$ cat config.mk
export PLATFORM = sky130hd
export DESIGN_NAME = rca_sum_accumulator
export DESIGN_NICKNAME = d
export VERILOG_FILES = /design/src/rtl/rca_pkg.sv /design/src/rtl/rca_sum_accumulator.sv
export SDC_FILE = /design/constraint.sdc
export NUM_CORES = 1
export LEC_CHECK = 0
export BUFFER_PORTS_ARGS = -buffer_cell sky130_fd_sc_hd__buf_2
export CAP_MARGIN = 30
export CORE_MARGIN = 2
export CORE_UTILIZATION = 50
export CTS_CLUSTER_DIAMETER = 120
export DETAILED_ROUTE_END_ITERATION = 10
export MAX_ROUTING_LAYER = met4
export PLACE_DENSITY_LB_ADDON = 0.1
export SYNTH_ARGS = -nofsm -noshare
export SYNTH_HDL_FRONTEND = slang
export SYNTH_SLANG_ARGS = --single-unit
$ cat constraint.sdc
create_clock -name clk -period 5 [get_ports clk]
set_input_delay 0.5 -clock clk [delete_from_list [all_inputs] [get_ports clk]]
set_output_delay 0.5 -clock clk [all_outputs]
set_load 0.005 [all_outputs]
$ cat src/rtl/rca_pkg.sv
// rtl/rca_pkg.sv - shared types and helpers for ripple-carry adder consumers
package rca_pkg;

  localparam int RCA_W     = 4;
  localparam int RCA_RES_W = RCA_W + 1;

  typedef enum logic [1:0] {
    IDLE  = 2'd0,
    ACCUM = 2'd1,
    HOLD  = 2'd2
  } state_t;

  // Gathers the adder's scalar outputs into one {Cout,S3..S0} value.
  function automatic logic [RCA_RES_W-1:0] rca_pack_result(
    input logic cout,
    input logic s3,
    input logic s2,
    input logic s1,
    input logic s0
  );
    logic [RCA_W-1:0] s;
    s = {s3, s2, s1, s0};
    return {cout, s};
  endfunction

endpackage

$ cat src/rtl/rca_sum_accumulator.sv
// rtl/rca_sum_accumulator.sv - accumulates N_OPS adder results into a valid/ready total
module rca_sum_accumulator
  import rca_pkg::*;
#(
  parameter int ACC_W = 8,
  parameter int N_OPS = 4
) (
  input  logic             clk,
  input  logic             rst_n,
  input  logic             S3,
  input  logic             S2,
  input  logic             S1,
  input  logic             S0,
  input  logic             Cout,
  input  logic             in_valid,
  output logic             in_ready,
  input  logic             acc_clr,
  output logic             out_valid,
  input  logic             out_ready,
  output logic [ACC_W-1:0] acc,
  output logic [3:0]       op_count,
  output logic             ovf
);

  localparam logic [3:0] LAST_CNT = 4'(N_OPS);

  state_t               state;
  logic [RCA_RES_W-1:0] res;
  logic [ACC_W:0]       add_v;
  logic [ACC_W:0]       sum;
  logic [3:0]           cnt_nxt;
  logic                 accept;

  assign res      = rca_pack_result(Cout, S3, S2, S1, S0);
  assign add_v    = {{(ACC_W + 1 - RCA_RES_W){1'b0}}, res};
  assign sum      = {1'b0, acc} + add_v;
  assign cnt_nxt  = op_count + 4'd1;
  assign in_ready = (state != HOLD);
  assign accept   = in_valid & in_ready;

  always_ff @(posedge clk) begin
    if (!rst_n) begin
      state     <= IDLE;
      acc       <= '0;
      op_count  <= 4'd0;
      ovf       <= 1'b0;
      out_valid <= 1'b0;
    end else if (acc_clr && accept) begin
      // Clear restarts the total with the coincident result rather than dropping it.
      acc       <= add_v[ACC_W-1:0];
      op_count  <= 4'd1;
      ovf       <= 1'b0;
      state     <= (N_OPS == 1) ? HOLD : ACCUM;
      out_valid <= (N_OPS == 1);
    end else if (acc_clr) begin
      state     <= IDLE;
      acc       <= '0;
      op_count  <= 4'd0;
      ovf       <= 1'b0;
      out_valid <= 1'b0;
    end else begin
      case (state)
        IDLE: begin
          if (accept) begin
            acc       <= add_v[ACC_W-1:0];
            op_count  <= 4'd1;
            state     <= (N_OPS == 1) ? HOLD : ACCUM;
            out_valid <= (N_OPS == 1);
          end
        end
        ACCUM: begin
          if (accept) begin
            acc      <= sum[ACC_W-1:0];
            ovf      <= ovf | sum[ACC_W];
            op_count <= cnt_nxt;
            if (cnt_nxt == LAST_CNT) begin
              state     <= HOLD;
              out_valid <= 1'b1;
            end
          end
        end
        HOLD: begin
          if (out_ready) begin
            state     <= IDLE;
            acc       <= '0;
            op_count  <= 4'd0;
            ovf       <= 1'b0;
            out_valid <= 1'b0;
          end
        end
        default: begin
          state     <= IDLE;
          acc       <= '0;
          op_count  <= 4'd0;
          ovf       <= 1'b0;
          out_valid <= 1'b0;
        end
      endcase
    end
  end

endmodule

==> run_results.csv <==
group,metric,value,unit
clock_network,cts_resized,0,
critical_path,slowest_stage,"dfxtp_1",
yosys,synthFlopType,"dfxtp_1",
yosys,synth-seq-cells,15,
critical_path,endpoint_kind,"output pin",
critical_path,start_kind,"flip-flop",
die,die-area,2500,um2
grt,first_global_vias,975,
yosys,synthTopCellsByArea,"dfxtp_1 (28%), a21oi_1 (8.5%), ha_1 (8.3%), nor2_1 (6.7%), o21ai_0 (3.8%)",
worst_hold_path,hold_class,"flip-flop to flip-flop",
routing,drc,0,
grt,antenna_found_initial,0,
sta,fin_tns_setup,0,ns
yosys,synth_nets,150,
critical_path,crit_buf_inv,2,
critical_path,path_delay_family,"flip-flops",
routing,routed_via_density,5.86,
pwr,p_per_area,221,nW/um2
sta,post-route-period-util,39.1,%
final_layout,drive_gt1_share,20.8,%
sta,rsz0062_at_grt,"no",
sta,max_slew_margin,60.6,%
routing,vias,1060,
yosys,syn_avg_cell_area,8.01,um2
clock_network,cts.clk_slew.worst_paths,0.10,ns
critical_path,slowest_delay,0.65,ns
grt,gr-usage-all-layers,21.9,%
sta,report.final.slew_viol_count,0,
sta,fin_crit,1.95,ns
outcome,status,"complete, no violations",
die,die_w,50.0,um
placed_design,dp_hpwl,1.82,mm
critical_path,arrival,1.45,ns
grt,grt_max_degree,17,
sta,fmax,512,MHz
yosys,syn_area,1060,um2
critical_path,path_class,"flip-flop to output pin",
sta,setup_viol,0,
routing,wl_per_cell,13.5,um
final_layout,nNetsFinal,173,
die,start_util,53.3,%
sta,timing.final.hold_violations,0,
die,coreArea,1980,um2
sta,worst_pin_slew,0.590,ns
placed_design,routabilityCongestion,0.843,
clock_network,cts_tree,"built",
routing,drtPass1Iterations,4,
pwr,irDropWorstVdd,149,uV
yosys,yosysTopAreaCell,"dfxtp_1",
clock_network,cts_buffer_depth,2,
clock_network,cts_hold_buf,0,
clock_network,clock-sinks,15,
critical_path,cp_cell_sequence,"inv_1 -> nand2_1 -> buf_2",
placed_design,portBuffers,24,
grt,grt-ovfl-total,0,
routing,drt_iter0_markers,21,
die,io_pins,25,
flow_run,max-cap-violations,0,
yosys,yosysWarnings,0,
yosys,yosysMostFrequentCell,"nor2_1",
final_layout,num_antenna_cells,0,
critical_path,cp_data_required_time,4.50,ns
yosys,ys_types,41,
final_layout,final_area,1200,um2
placed_design,dpl-instance-area,1170,um2
yosys,synth_edf_count,0,
routing,routed_wl,2.44,mm
clock_network,cts-buffers-inserted,3,
yosys,synth_top_area_share,28.4,%
yosys,syn-instance-count,132,
clock_network,clk_latency,0.29,ns
clock_network,h-tree-depth,1,
pwr,p_leak,0.000546,uW
yosys,seq_area_frac_synth,28.4,%
yosys,synthArstFlopShare,0,%
final_layout,area_growth,13.6,%
critical_path,cp_max_fo,14,
yosys,yosys-top-cells-count,"nor2_1 (19), a21oi_1 (18), dfxtp_1 (15), o21ai_0 (8), ha_1 (7)",
clock_network,cts_root_buffer,"clkbuf_4",
sta,skew,0.00139,ns
routing,antenna_left,0,
die,rows,16,
die,die_h,50.0,um
clock_network,post_cts.repair.setup_buffers,0,
grt,grt_pass1_wl,4.24,mm
-- report_power, final --
part	internal [uW]	switching [uW]	leakage, uW	total, uW
clock	29.7	43.0	0.0000177	72.7
combinational	27.8	33.6	0.000406	61.4
sequential	124	6.63	0.000123	131
-- final cells by class --
type	count	area [um2]
multi-input cells	105	697
repair buffers	24	120
well taps	27	33.8
clock inverters	1	5.00
fillers	190	781
flip-flops and latches	15	300
clock buffers	3	22.5
inverters	6	22.5
-- registers in the layout (all words and copies together), names as in the netlist --
register	count
acc	8
state	2
ovf	1
op_count	4
-- placed cells by master (no fill, tap or decap), types with 4 or more instances in the layout --
cell and instances:
ha_1 7, o21ai_0 8, nand2_1 5, inv_1 6, nor3_1 4, a21oi_1 18, dfxtp_1 15, xor2_1 4
buf_2 24, nor2_1 19
-- worst min-delay path: cells and delay by family, from the launching register on --
kind | cells | cell delay (ns)
flops | 1 | 0.34
compound gates | 1 | 0.06
simple gates | 1 | 0.05
-- logic make-up after synthesis --
logic type               count (synthesis)  synth area share (%)
XOR/XNOR                                 6                  4.97
AO/OA/AOI/OAI                           49                  29.8
buffers and inverters                   12                  5.68
adder cells (fa/ha/maj)                  8                  10.2
multiplexers                             1                 0.947
flip-flops                              15                  28.4
AND/OR/NAND/NOR                         41                  20.0
-- per-layer routing --
layer  vias to the layer above  global-route usage (%)  part of all wire (%)
li1                        526                       -                     -
met1                       496                    28.6                    45
met2                        34                    36.2                    49
met3                         4                    2.73                   5.8
met4                         0                    4.17                  0.82
met5                         -                       -                     0
-- final timing paths --
| kind | startpoint | to | slack (ns) | cells past startpoint |
|---|---|---|---|---|
| max reg2reg | acc[0] | acc[6] | 3.08 | 8 |
| min | ovf | ovf | 0.47 | 2 |
| max | state[0] | in_ready | 3.05 | 3 |
| min reg2reg | ovf | ovf | 0.47 | 2 |
-- stage by stage --
stage                     total power [uW]  utilization [%]  setup slack, ns  hold slack [ns]  cells
after floorplan                        178                -             3.15            0.449    132
after global placement                 193             59.2             2.95            0.451    177
after detailed placement               195             59.2             2.91            0.463    177
after CTS                              267             60.6             3.06            0.487    181
after global routing                   282             60.6             2.92            0.505    181
final                                  265             60.6             3.05            0.474    181
Note: power is estimated with default switching activity, not from simulation.
